<file path="src/rtl/mul_ctrl.sv">
// mul_ctrl: sequencer between EX and the 4-stage multiplier (request latch, drain, flush, watchdog).
// Optional last-result cache enabled by defining MUL_RESCACHE_EN.
module mul_ctrl #(
   parameter int XLEN    = 32,
   parameter int MUL_LAT = 4,
   parameter int WDOG    = 8
) (
   input  logic            clk,
   input  logic            rst_n,
   input  logic            pipe_flush,
   input  logic            req_valid,
   output logic            req_ready,
   input  logic [XLEN-1:0] req_m1,
   input  logic [XLEN-1:0] req_m2,
   input  logic [1:0]      req_sign,
   input  logic            req_high,
   output logic            rsp_valid,
   output logic [XLEN-1:0] rsp_data,
   output logic            busy,
   output logic            wdog_err,
   output logic            mul_en,
   output logic            mul_word_sel,
   output logic [1:0]      mul_sign,
   output logic [XLEN-1:0] mul_m1,
   output logic [XLEN-1:0] mul_m2,
   output logic            mul_flush,
   input  logic            mul_done,
   input  logic [XLEN-1:0] mul_res
);
   typedef enum logic [1:0] {IDLE = 2'd0, RUN = 2'd1, DRAIN = 2'd2} state_t;

   // Counter is wide enough for the watchdog limit even if it is misconfigured below MUL_LAT.
   localparam int CNT_TOP = (WDOG > MUL_LAT) ? WDOG : MUL_LAT + 1;
   localparam int CW = $clog2(CNT_TOP + 1);
   localparam logic [CW-1:0] WDOG_LAST = CW'(WDOG - 1);

   state_t          state;
   logic [CW-1:0]   wdog_cnt;
   logic [XLEN-1:0] op_m1;
   logic [XLEN-1:0] op_m2;
   logic [1:0]      op_sign;
   logic            op_high;
   logic            accept;
   logic            done_ok;
   logic            wdog_hit;
   logic            hit;
   logic [XLEN-1:0] hit_res;

   assign accept   = (state == IDLE) && req_valid && !pipe_flush;
   assign done_ok  = (state == RUN) && !pipe_flush && mul_done;
   assign wdog_hit = (state == RUN) && !pipe_flush && !mul_done && (wdog_cnt == WDOG_LAST);

   assign req_ready    = (state == IDLE);
   assign busy         = (state != IDLE);
   // Flush must reach the multiplier in the same cycle, so these two bypass the state flops.
   assign mul_en       = (state == RUN) && !pipe_flush;
   assign mul_flush    = busy && pipe_flush;
   assign mul_m1       = op_m1;
   assign mul_m2       = op_m2;
   assign mul_sign     = op_sign;
   assign mul_word_sel = op_high;

`ifdef MUL_RESCACHE_EN
   logic            tag_valid;
   logic [XLEN-1:0] tag_m1;
   logic [XLEN-1:0] tag_m2;
   logic [1:0]      tag_sign;
   logic            tag_high;
   logic [XLEN-1:0] tag_res;

   assign hit = tag_valid && (tag_m1 == req_m1) && (tag_m2 == req_m2) &&
                (tag_sign == req_sign) && (tag_high == req_high);
   assign hit_res = tag_res;

   // Last-result tag: written on normal completion, dropped on watchdog abort (flush keeps it).
   always_ff @(posedge clk or negedge rst_n) begin
      if (!rst_n) begin
         tag_valid <= 1'b0;
         tag_m1    <= {XLEN{1'b0}};
         tag_m2    <= {XLEN{1'b0}};
         tag_sign  <= 2'b00;
         tag_high  <= 1'b0;
         tag_res   <= {XLEN{1'b0}};
      end else if (done_ok) begin
         tag_valid <= 1'b1;
         tag_m1    <= op_m1;
         tag_m2    <= op_m2;
         tag_sign  <= op_sign;
         tag_high  <= op_high;
         tag_res   <= mul_res;
      end else if (wdog_hit) begin
         tag_valid <= 1'b0;
      end
   end
`else
   assign hit     = 1'b0;
   assign hit_res = {XLEN{1'b0}};
`endif

   // Sequencer state, operand latch, watchdog counter and response registers.
   always_ff @(posedge clk or negedge rst_n) begin
      if (!rst_n) begin
         state     <= IDLE;
         wdog_cnt  <= {CW{1'b0}};
         op_m1     <= {XLEN{1'b0}};
         op_m2     <= {XLEN{1'b0}};
         op_sign   <= 2'b00;
         op_high   <= 1'b0;
         rsp_data  <= {XLEN{1'b0}};
         rsp_valid <= 1'b0;
         wdog_err  <= 1'b0;
      end else begin
         rsp_valid <= 1'b0;
         wdog_err  <= 1'b0;
         case (state)
            IDLE: begin
               if (accept && hit) begin
                  rsp_data  <= hit_res;
                  rsp_valid <= 1'b1;
               end else if (accept) begin
                  op_m1    <= req_m1;
                  op_m2    <= req_m2;
                  op_sign  <= req_sign;
                  op_high  <= req_high;
                  wdog_cnt <= {CW{1'b0}};
                  state    <= RUN;
               end
            end
            RUN: begin
               if (pipe_flush) begin
                  state <= IDLE;
               end else if (done_ok) begin
                  rsp_data  <= mul_res;
                  rsp_valid <= 1'b1;
                  state     <= DRAIN;
               end else if (wdog_hit) begin
                  wdog_err <= 1'b1;
                  state    <= IDLE;
               end else begin
                  wdog_cnt <= wdog_cnt + CW'(1);
               end
            end
            DRAIN: begin
               state <= IDLE;
            end
            default: begin
               state <= IDLE;
            end
         endcase
      end
   end
endmodule
</file>
<file path="config.mk">
export PLATFORM = sky130hd
export DESIGN_NAME = mul_ctrl
export DESIGN_NICKNAME = d
export VERILOG_FILES = /design/src/rtl/mul_ctrl.sv
export SDC_FILE = /design/constraint.sdc
export NUM_CORES = 1
export LEC_CHECK = 0
export ABC_CLOCK_PERIOD_IN_PS = 5000
export BUFFER_PORTS_ARGS = -buffer_cell sky130_fd_sc_hd__buf_2
export CAP_MARGIN = 20
export CORE_ASPECT_RATIO = 0.9
export CORE_MARGIN = 2
export CORE_UTILIZATION = 45
export DETAILED_ROUTE_END_ITERATION = 10
export GPL_TIMING_DRIVEN = 0
export PLACE_DENSITY = 0.79
export SLEW_MARGIN = 40
export SYNTH_ARGS = -nofsm -noshare
export SYNTH_HDL_FRONTEND = slang
export SYNTH_SLANG_ARGS = --single-unit
</file>
<file path="constraint.sdc">
create_clock -name clk -period 5 [get_ports clk]
set_clock_uncertainty 0.15 [all_clocks]
set_input_delay 1.25 -clock clk [delete_from_list [all_inputs] [get_ports clk]]
set_output_delay 1.25 -clock clk [all_outputs]
set_load 0.02 [all_outputs]
</file>
==> reports/metrics.cfg, run 1 <==
[critical_path]
reg2reg_from = state[1]
r2r-end = mul_m1[22]
worst_path_most_repeated_cell = buf_2
start_kind = input pin
reg2reg_slack_ns = 2.94
cp.required_ns = 3.60
path_class = input pin to output port
slowest_stage = buf_2
crit_family = buffers and inverters
reg2reg_depth = 4
crit_path_end_kind = output port
cp_cell_sequence = buf_2 > and2_1 > buf_2
cpPeakStageDelay_ns = 0.21
crit_fanout = 7
cp_data_arrival_time_ns = 1.78
crit_buf_inv = 2

[finish]
post_route_cells_drive_above_1_share_pct = 72.6
syn_to_final_growth_pct = 34.0
finalNonFillerCells = 589
nets = 568
fill_cells = 709
utilization_pct = 61.2
diodes = 0

[routing]
vias = 2786
drt_first_pass_iters = 4
routedWlPerCell_um = 14.4
antenna_left = 0
routed_wl_mm = 8.49
drt_iter0_markers = 58
vias_per_cell = 4.73
drc_errors = 0

[global_route]
overflow = 0
grt_pass1_wl_mm = 13.6
track_usage_pct = 17.4
grt_max_degree = 80
antenna_found_initial = 0
grt_pass1_vias = 2822

[min_path]
hold_depth = 1
holdCritPathClass = flop to flop
min-delay-start = rsp_data[28]
holdPathEnd = rsp_data[28]

[sta]
holdWs_ns = 0.356
max_freq_mhz = 315
slew_viol_final = 0
hold_violations = 0
max_slew_margin_pct = 65.7
setup_tns_ns = 0
worst_pin_slew_ns = 0.513
period_minus_slack_ns = 3.18
setup_violations = 0
timing.final.crit_share_pct = 63.5
rsz0062_at_grt = no

[clock_network]
cts_max_level = 3
cts_buffer_depth = 2
clk_transition_reported_paths_ns = 0.09
numCtsBuffers = 9
clock-sinks = 107
clkLatencyLatePin_ns = 0.35
cts_setup_buffers = 0
cts_tree = built
clock-root-buffer = clkbuf_8
cts_hold_buf = 0
cts-resized-gates = 0

[logic_synthesis]
yosysMostFrequentCell = dfrtp_1
ys_warn_count = 0
netlist.area_leader.share_pct = 65.4
netlist_instances = 244
synth_ff_type = dfrtp_1
ys_seq_area_share_pct = 65.4
yosysUniqueCellTypes = 23
synth_edf_count = 0
synth_area_um2 = 4090
synth_common_cells = dfrtp_1 (107), mux2_2 (101), buf_2 (7)
synth_seq_cells = 107
async_reset_ff_share_pct = 100
yosys-top-cells-area = dfrtp_1 (65%), mux2_2 (28%), buf_6 (1.1%), buf_2 (0.86%), nor4b_4 (0.58%)
synth.largest_area_cell = dfrtp_1
synth.avg_cell_area_um2 = 16.8
synth_nets = 349

[placement]
dp.final_hpwl_mm = 6.50
placedCellCount = 574
place_congestion = 0.694
portBuffers = 207

[floorplanning]
rows = 33
die-area_um2 = 9880
fp.dieW_um = 105
core_um2 = 8960
ios = 209
dieHeight_um = 94.5
initial_core_util_pct = 45.7

[pwr]
vdd_drop_max_uv = 250
p_leak_nw = 2.72
powerDensity_nw_per_um2 = 436

[run_status]
outcome = finished clean

[job]
drv_cap = 0

## stage by stage
stage | setup WS (ns) | total power, mW | instance area (um2)
after detailed placement | 1.82 | 1.96 | 5320
after floorplan | 1.88 | 1.65 | 4090
after global routing | 1.77 | 2.53 | 5490
after CTS | 1.82 | 2.43 | 5490
after global placement | 1.44 | 1.93 | 5280
final | 1.82 | 2.39 | 5490
## metal layers
metal  up-vias  wire length, um  GRT usage [%]
li1       1302                -              -
met1      1353             3500           20.8
met2       118             4260           30.3
met3        13              652           6.07
met4         0               80           4.62
met5         -                0              0
## cell usage in the layout, fill, tap and decap left out
master,Yosys,routed
clkinv_4,0,1
clkinvlp_4,0,3
ha_1,1,1
buf_6,4,4
nor4b_2,1,1
dfrtp_1,107,107
buf_2,7,213
o22ai_1,2,2
mux2i_1,1,1
mux2_2,101,101
nand2b_1,1,1
a21oi_1,1,1
nand3b_1,1,1
and2_1,1,1
clkbuf_8,0,9
or3b_2,1,1
nor2_1,4,4
nor3b_1,1,1
buf_16,0,1
nor4_1,1,1
inv_1,3,3
buf_4,1,1
nor4b_4,1,1
and3_1,1,1
inv_6,0,1
clkbuf_1,0,1
buf_8,0,1
a32o_1,1,1
nor3b_4,1,1
o2bb2ai_1,1,1
## state kept, by name, summed over array words and instances (netlist names)
register / cells
mul_word_sel: 1
wdog_cnt: 4
mul_m2: 32
mul_m1: 32
rsp_valid: 1
mul_sign: 2
rsp_data: 32
wdog_err: 1
state: 2
## area by class of cell
class,instances,area (um2),share of cell area [%]
flip-flops and latches,107,2680,48.8
multi-input cells,122,1320,24.0
repair buffers,208,1070,19.6
well taps,122,153,2.78
clock buffers,10,128,2.33
plain buffers,12,87.6,1.60
clock inverters,5,40.0,0.730
inverters,3,11.3,0.205
## worst max path at each step
stage,endpoint,startpoint,depth (start not counted)
after floorplan,mul_en,pipe_flush,2
after CTS,mul_flush,pipe_flush,3
final,mul_flush,pipe_flush,3
after global routing,mul_flush,pipe_flush,3
after global placement,mul_m1[20],rst_n,1
after detailed placement,mul_flush,pipe_flush,3
## cells by family (layout without fill, tap and decap cells)
kind of cell / Yosys count / after routing / share of synthesized area [%]
buffers and inverters: 15 / 238 / 2.41
multiplexers: 102 / 102 / 28.0
adder cells (fa/ha/maj): 1 / 1 / 0.306
AO/OA/AOI/OAI: 5 / 5 / 0.886
flip-flops: 107 / 107 / 65.4
AND/OR/NAND/NOR: 14 / 14 / 2.96
## report_power, final
group | internal (mW) | switching, mW
logic | 0.332 | 0.441
registers | 1.06 | 0.0942
clock network | 0.181 | 0.281
## worst reg2reg max path, cell delays in order (launching register included)
cell	delay, ns
dfrtp_1	0.45
nor4b_4	0.55
buf_4	0.28
buf_6	0.17
mux2_2	0.35
(Power assumes the default switching activity.)
==> inputs of run 2 (changes only) <==
ABC_CLOCK_PERIOD_IN_PS = 2700   (was 5000)
CORE_UTILIZATION = 41   (was 45)
PLACE_DENSITY = 0.76   (was 0.79)
clock period = 2.7 ns   (was 5 ns; I/O delays follow)
==> run 2 against run 1 <==
  * Critical path depth increased by 1
  * Clock power increased by 89%
  * Power increased by 86%
  * Global-route usage decreased by 1.4 points
  * Register-to-register slack got worse by 2.3 ns
  * Die area increased by 9.4%
  * Combinational power increased by 86%
  * Worst hold slack got worse by 0.27 ns
  * Critical endpoint is now mul_en
==> reports/metrics.cfg, run 2 (synthesis gave the netlist of run 1 again) <==
[run_status]
outcome = finished clean  ; unchanged

[routing]
routedWlPerCell_um = 14.6  ; was 14.4 um
routed_wl_mm = 8.65  ; was 8.49 mm
drt_iter0_markers = 73  ; was 58
drt_first_pass_iters = 4  ; unchanged
wl_met3_um = 880  ; was 652 um
met2WireLength_mm = 4.23  ; was 4.26 mm
vias = 2804  ; was 2786
top_layer_used = met4  ; unchanged
vias_per_cell = 4.72  ; was 4.73
drc_errors = 0  ; unchanged
wl_met1_mm = 3.45  ; was 3.50 mm
antenna_left = 0  ; unchanged

[floorplanning]
ios = 209  ; unchanged
core_um2 = 9700  ; was 8960 um2
fp.dieW_um = 109  ; was 105 um
dieHeight_um = 98.8  ; was 94.5 um
rows = 34  ; was 33
die-area_um2 = 10800  ; was 9880 um2
initial_core_util_pct = 42.2  ; was 45.7%

[critical_path]
reg2reg_slack_ns = 0.61  ; was 2.94 ns
slowest_stage = dfrtp_1  ; was buf_2
reg2reg_depth = 4  ; unchanged
crit_fanout = 10  ; was 7
crit_family = flip-flops  ; was buffers and inverters
start_kind = flop  ; was input pin
cp_data_arrival_time_ns = 1.39  ; was 1.78 ns
worst_path_most_repeated_cell = buf_2  ; unchanged
reg2reg_from = state[1]  ; unchanged
cp_cell_sequence = nand2b_1 > buf_2 > nor2_1 > buf_2  ; was buf_2 > and2_1 > buf_2
crit_buf_inv = 2  ; unchanged
r2r-end = mul_m1[22]  ; unchanged
cp.required_ns = 1.88  ; was 3.60 ns
crit_path_end_kind = output port  ; unchanged
path_class = flop to output port  ; was input pin to output port
cpPeakStageDelay_ns = 0.44  ; was 0.21 ns

[sta]
max_freq_mhz = 452
slew_viol_final = 0  ; unchanged
rsz0062_at_grt = no  ; unchanged
setup_slack_ns = 0.486  ; was 1.82 ns
max_slew_margin_pct = 62.4  ; was 65.7%
worst_pin_slew_ns = 0.561  ; was 0.513 ns
hold_violations = 0  ; unchanged
timing.final.crit_share_pct = 82.0
setup_violations = 0  ; unchanged
setup_tns_ns = 0  ; unchanged
period_minus_slack_ns = 2.21

[global_route]
antenna_found_initial = 0  ; unchanged
grt_max_degree = 61  ; was 80
track_usage_pct = 16.0  ; was 17.4%
overflow = 0  ; unchanged
grt_pass1_wl_mm = 13.5  ; was 13.6 mm
grt_pass1_vias = 2889  ; was 2822

[clock_network]
clock-sinks = 107  ; unchanged
clock-root-buffer = clkbuf_8  ; unchanged
cts_tree = built  ; unchanged
clkLatencyLatePin_ns = 0.34  ; was 0.35 ns
cts_hold_buf = 0  ; unchanged
cts-resized-gates = 0  ; unchanged
cts_max_level = 3  ; unchanged
cts_setup_buffers = 0  ; unchanged
numCtsBuffers = 9  ; unchanged
clk_transition_reported_paths_ns = 0.09  ; about the same
cts_buffer_depth = 2  ; unchanged

[finish]
seq_area_um2 = 2680  ; unchanged
diodes = 0  ; unchanged
fin_area_um2 = 5500  ; was 5490 um2
multi_input_area_um2 = 1320  ; unchanged
layout_common_cells = buf_2 (213), dfrtp_1 (107), mux2_2 (101), clkbuf_8 (10)  ; was buf_2 (213), dfrtp_1 (107), mux2_2 (101), clkbuf_8 (9)
syn_to_final_growth_pct = 34.4  ; was 34.0%
finalNonFillerCells = 594  ; was 589
post_route_cells_drive_above_1_share_pct = 72.4  ; was 72.6%
fill_cells = 789  ; was 709
nets = 568  ; unchanged
utilization_pct = 56.7  ; was 61.2%
final_common_cell = buf_2  ; unchanged

[pwr]
vdd_drop_max_uv = 433  ; was 250 uV
switching_share_pct = 33.8  ; was 34.1%
switchingPower_mw = 1.51  ; was 817 uW
power.share.clock_pct = 19.6  ; was 19.3%
powerDensity_nw_per_um2 = 811  ; was 436 nW/um2
seq_power_share_pct = 48.2  ; was 48.4%
combPwrFrac_pct = 32.2  ; was 32.3%
internal-power_mw = 2.95  ; was 1.58 mW
p_leak_nw = 2.73  ; was 2.72 nW

[placement]
placedCellCount = 578  ; was 574
place_congestion = 0.755  ; was 0.694
portBuffers = 207  ; unchanged
placed_area_um2 = 5330  ; was 5320 um2
pre_cts_ws_ns = 0.210  ; was 1.82 ns
dp.final_hpwl_mm = 6.70  ; was 6.50 mm

[min_path]
holdCritPathClass = input pin to asynchronous set/reset pin  ; was flop to flop

[job]
drv_cap = 0  ; unchanged

-- run 2: cell count changes in the layout (fill, tap and decap cells not counted) --
cell        before  now
clkinvlp_4       3    2
inv_6            1    2
clkbuf_1         1    2
clkinv_4         1    0
clkbuf_8         9   10
-- run 2: stage by stage --
step                hold slack (ns)  power, mW
floorplan                     0.229       3.05
global placement              0.334       3.58
detailed placement            0.340       3.64
CTS                          0.0848       4.55
global route                 0.0933       4.74
finish                       0.0860       4.46
-- run 2: routing by layer --
metal	track usage [%]	vias to the layer above
li1	-	1296
met5	0	-
met3	5.95	9
met4	4.38	0
met1	18.3	1363
met2	28.1	136
-- run 2: power groups by stage --
stage,Clock (mW),Sequential (mW),Combinational [mW]
6_report,0.876,2.15,1.44
3_3_place_gp,0,2.16,1.42
5_1_grt,0.993,2.20,1.54
2_1_floorplan,0,2.64,0.405
3_5_place_dp,0,2.18,1.46
4_1_cts,0.937,2.15,1.46
-- run 2: worst max path at each step --
| stage | start | end | slack (ns) | depth (start not counted) |
|---|---|---|---|---|
| after floorplan | pipe_flush | mul_m1[20] | 0.60 | 5 |
| after global placement | rst_n | mul_m1[28] | -0.31 | 1 |
| after detailed placement | pipe_flush | mul_m1[23] | 0.21 | 5 |
| after CTS | state[1] | mul_en | 0.45 | 4 |
| after global routing | state[1] | mul_flush | 0.35 | 4 |
| final | state[1] | mul_en | 0.49 | 4 |
-- run 2: area by class of cell --
class / count / area share [%]
Sequential cell: 107 / 48.7
Clock buffer: 12 / 2.64
Multi-Input combinational cell: 122 / 23.9
Clock inverter: 4 / 0.591
Inverter: 3 / 0.205
Tap cell: 126 / 2.86
Timing Repair Buffer: 208 / 19.5
Buffer: 12 / 1.59
-- run 2: worst reg2reg max path, delay by kind of cell, from the launching register on --
family / cells / cell delay (ns)
multiplexers: 1 / 0.34
flip-flops: 1 / 0.44
buffers and inverters: 2 / 0.47
AND/OR/NAND/NOR: 1 / 0.58
==> inputs of run 3 (changes only) <==
ABC_AREA = 1   (was not set)
ABC_CLOCK_PERIOD_IN_PS = 2100   (was 2700)
CORE_UTILIZATION = 45   (was 41)
PLACE_DENSITY = 0.79   (was 0.76)
clock period = 2.1 ns   (was 2.7 ns; I/O delays follow)
==> run 3 against run 2 <==
  * Via count grew 34%
  * Sequential cell count is the same
  * Area after synthesis grew 3.1%
  * Power grew 24%
  * Clock power grew 38%
  * Cell area grew 2.6%
  * Routed wire length grew 18%
  * Register-to-register slack lost 0.02 ns
  * Sequential power grew 25%
  * Die area shrank 5.8%
  * Cell count grew 37%
  * Critical path type unchanged
==> reports/metrics.cfg, run 3 <==
[run_status]
outcome = finished clean  ; unchanged

[logic_synthesis]
synth.avg_cell_area_um2 = 9.04  ; was 16.8 um2
synth.largest_area_cell = dfrtp_1  ; unchanged
synth_area_um2 = 4220  ; was 4090 um2
netlist_instances = 467  ; was 244
async_reset_ff_share_pct = 100  ; unchanged
yosysUniqueCellTypes = 19  ; was 23
ys_warn_count = 0  ; unchanged
synth_ff_type = dfrtp_1  ; unchanged
synth_common_cells = nand2_1 (175), dfrtp_1 (107), inv_1 (74)  ; was dfrtp_1 (107), mux2_2 (101), buf_2 (7)
synth_edf_count = 0  ; unchanged
ys_seq_area_share_pct = 63.4  ; was 65.4%
netlist.area_leader.share_pct = 63.4  ; was 65.4%
synth_seq_cells = 107  ; unchanged
synth_nets = 572  ; was 349
yosys-top-cells-area = dfrtp_1 (63%), nand2_1 (16%), inv_1 (6.6%), o21ai_1 (5.9%), o21ai_0 (2.0%)  ; was dfrtp_1 (65%), mux2_2 (28%), buf_6 (1.1%), buf_2 (0.86%), nor4b_4 (0.58%)
yosysMostFrequentCell = nand2_1  ; was dfrtp_1

[global_route]
grt_pass1_wl_mm = 16.1  ; was 13.5 mm
grt_pass1_vias = 3484  ; was 2889
grt_max_degree = 56  ; was 61
antenna_found_initial = 0  ; unchanged
track_usage_pct = 19.9  ; was 16.0%
overflow = 0  ; unchanged

[critical_path]
path_class = flop to output port  ; unchanged
slowest_stage = dfrtp_1  ; unchanged
cp_cell_sequence = inv_1 > nand2_2 > nor2_4 > buf_2  ; was nand2b_1 > buf_2 > nor2_1 > buf_2
start_kind = flop  ; unchanged
r2r-end = wdog_cnt[0]  ; was mul_m1[22]
reg2reg_slack_ns = 0.59  ; was 0.61 ns
reg2reg_from = wdog_cnt[0]  ; was state[1]
crit_fanout = 6  ; was 10
cp_data_arrival_time_ns = 1.26  ; was 1.39 ns
crit_path_end_kind = output port  ; unchanged
cpPeakStageDelay_ns = 0.41  ; was 0.44 ns
reg2reg_depth = 6  ; was 4
cp.required_ns = 1.42  ; was 1.88 ns
cp-startpoint = state[1]  ; unchanged

[sta]
setup_tns_ns = 0  ; unchanged
timing.final.crit_share_pct = 92.2
worst_pin_slew_ns = 0.407  ; was 0.561 ns
max_freq_mhz = 516
setup_slack_ns = 0.163  ; was 0.486 ns
max_slew_margin_pct = 72.9  ; was 62.4%
period_minus_slack_ns = 1.94
slew_viol_final = 0  ; unchanged
setup_violations = 0  ; unchanged
hold_violations = 0  ; unchanged
rsz0062_at_grt = no  ; unchanged

[clock_network]
numCtsBuffers = 9  ; unchanged
clkLatencyLatePin_ns = 0.36  ; was 0.34 ns
clock-root-buffer = clkbuf_8  ; unchanged
clk_transition_reported_paths_ns = 0.10  ; was 0.09 ns
cts_tree = built  ; unchanged
clock-sinks = 107  ; unchanged
cts_max_level = 3  ; unchanged
cts_buffer_depth = 2  ; unchanged

[placement]
dp.final_hpwl_mm = 7.80  ; was 6.70 mm
portBuffers = 208  ; was 207
place_congestion = 0.782  ; was 0.755
pre_cts_ws_ns = 0.423  ; was 0.210 ns
placedCellCount = 798  ; was 578

[finish]
finalNonFillerCells = 813  ; was 594
utilization_pct = 61.9  ; was 56.7%
layout_common_cells = buf_2 (220), nand2_1 (175), dfrtp_1 (107), inv_1 (74), o21ai_1 (50)  ; was buf_2 (213), dfrtp_1 (107), mux2_2 (101), clkbuf_8 (10)
fill_cells = 834  ; was 789
post_route_cells_drive_above_1_share_pct = 35.7  ; was 72.4%
final_common_cell = buf_2  ; unchanged
diodes = 0  ; unchanged
nets = 793  ; was 568
syn_to_final_growth_pct = 33.7  ; was 34.4%

[floorplanning]
core_um2 = 9130  ; was 9700 um2
die-area_um2 = 10200  ; was 10800 um2
dieHeight_um = 95.9  ; was 98.8 um
rows = 33  ; was 34
initial_core_util_pct = 46.3  ; was 42.2%
ios = 209  ; unchanged
fp.dieW_um = 106  ; was 109 um

[routing]
drc_errors = 0  ; unchanged
drt_iter0_markers = 157  ; was 73
drt_first_pass_iters = 4  ; unchanged
antenna_left = 0  ; unchanged
routedWlPerCell_um = 12.6  ; was 14.6 um
vias = 3746  ; was 2804
routed_wl_mm = 10.2  ; was 8.65 mm
vias_per_cell = 4.61  ; was 4.72

[min_path]
min-delay-start = mul_res[17]
holdPathEnd = rsp_data[17]
hold_depth = 3
holdCritPathClass = input pin to flop  ; was input pin to asynchronous set/reset pin

[pwr]
vdd_drop_max_uv = 501  ; was 433 uV
powerDensity_nw_per_um2 = 982  ; was 811 nW/um2
p_leak_nw = 3.41  ; was 2.73 nW

[job]
drv_cap = 0  ; unchanged

## run 3: how the worst max path moves through the flow
stage | end | slack (ns) | cells past startpoint
floorplan | mul_flush | 0.56 | 2
global placement | mul_m1[4] | -0.77 | 1
detailed placement | mul_m2[17] | 0.42 | 7
CTS | mul_en | 0.13 | 4
global route | mul_en | 0.09 | 4
finish | mul_en | 0.16 | 4
## run 3: logic make-up (layout without fill, tap and decap cells)
| group | Yosys count | in the layout | share of synthesized area (%) |
|---|---|---|---|
| compound gates | 67 | 67 | 7.94 |
| xor+xnor | 1 | 1 | 0.208 |
| fa+ha+maj | 1 | 1 | 0.296 |
| buf+inv | 96 | 320 | 9.78 |
| flops | 107 | 107 | 63.4 |
| simple gates | 195 | 195 | 18.3 |
## run 3: through the flow
| step | hold WS, ns | total power, mW | instance area [um2] |
|---|---|---|---|
| 6_report | 0.206 | 5.54 | 5640 |
| 4_1_cts | 0.185 | 5.61 | 5640 |
| 2_1_floorplan | 0.0794 | 3.67 | 4220 |
| 3_5_place_dp | 0.310 | 4.39 | 5450 |
| 3_3_place_gp | 0.308 | 4.32 | 5420 |
| 5_1_grt | 0.184 | 5.87 | 5640 |
## run 3: per-layer routing
layer  up-vias  track usage (%)  wire length [um]
met3        14             4.20               507
met5         -                0                 0
met1      1768             24.7              4340
met2       125             34.7              5180
li1       1839                -                 -
met4         0             7.68               179
## run 3: final cells by class
cell class	instances	area, um2	area share, %
buffer	21	129	2.28
clock buffer	10	128	2.26
clock inverter	4	53.8	0.953
inverter	75	284	5.03
multi-input combinational	264	1130	20.0
sequential	107	2680	47.4
tap	122	153	2.70
timing repair buffer	210	1090	19.3
## run 3: report_power, final
group	total (mW)	internal, mW	switching (mW)
logic	1.64	0.573	1.07
clock network	1.21	0.542	0.666
registers	2.69	2.47	0.220
total	5.54	3.59	1.95
## run 3: what timing repair did
item	4_1_cts	5_1_grt
resized for setup	0	0
endpoints found under the setup margin	0	0
setup buffers	0	0
endpoints found under the hold margin	52	0
hold buffers	1	0
## run 3: worst max-delay path: cells and delay by family, from the launching register on
family	cells	cell delay, ns
and+or+nand+nor	2	0.24
buffers and inverters	2	0.26
DFF	1	0.41
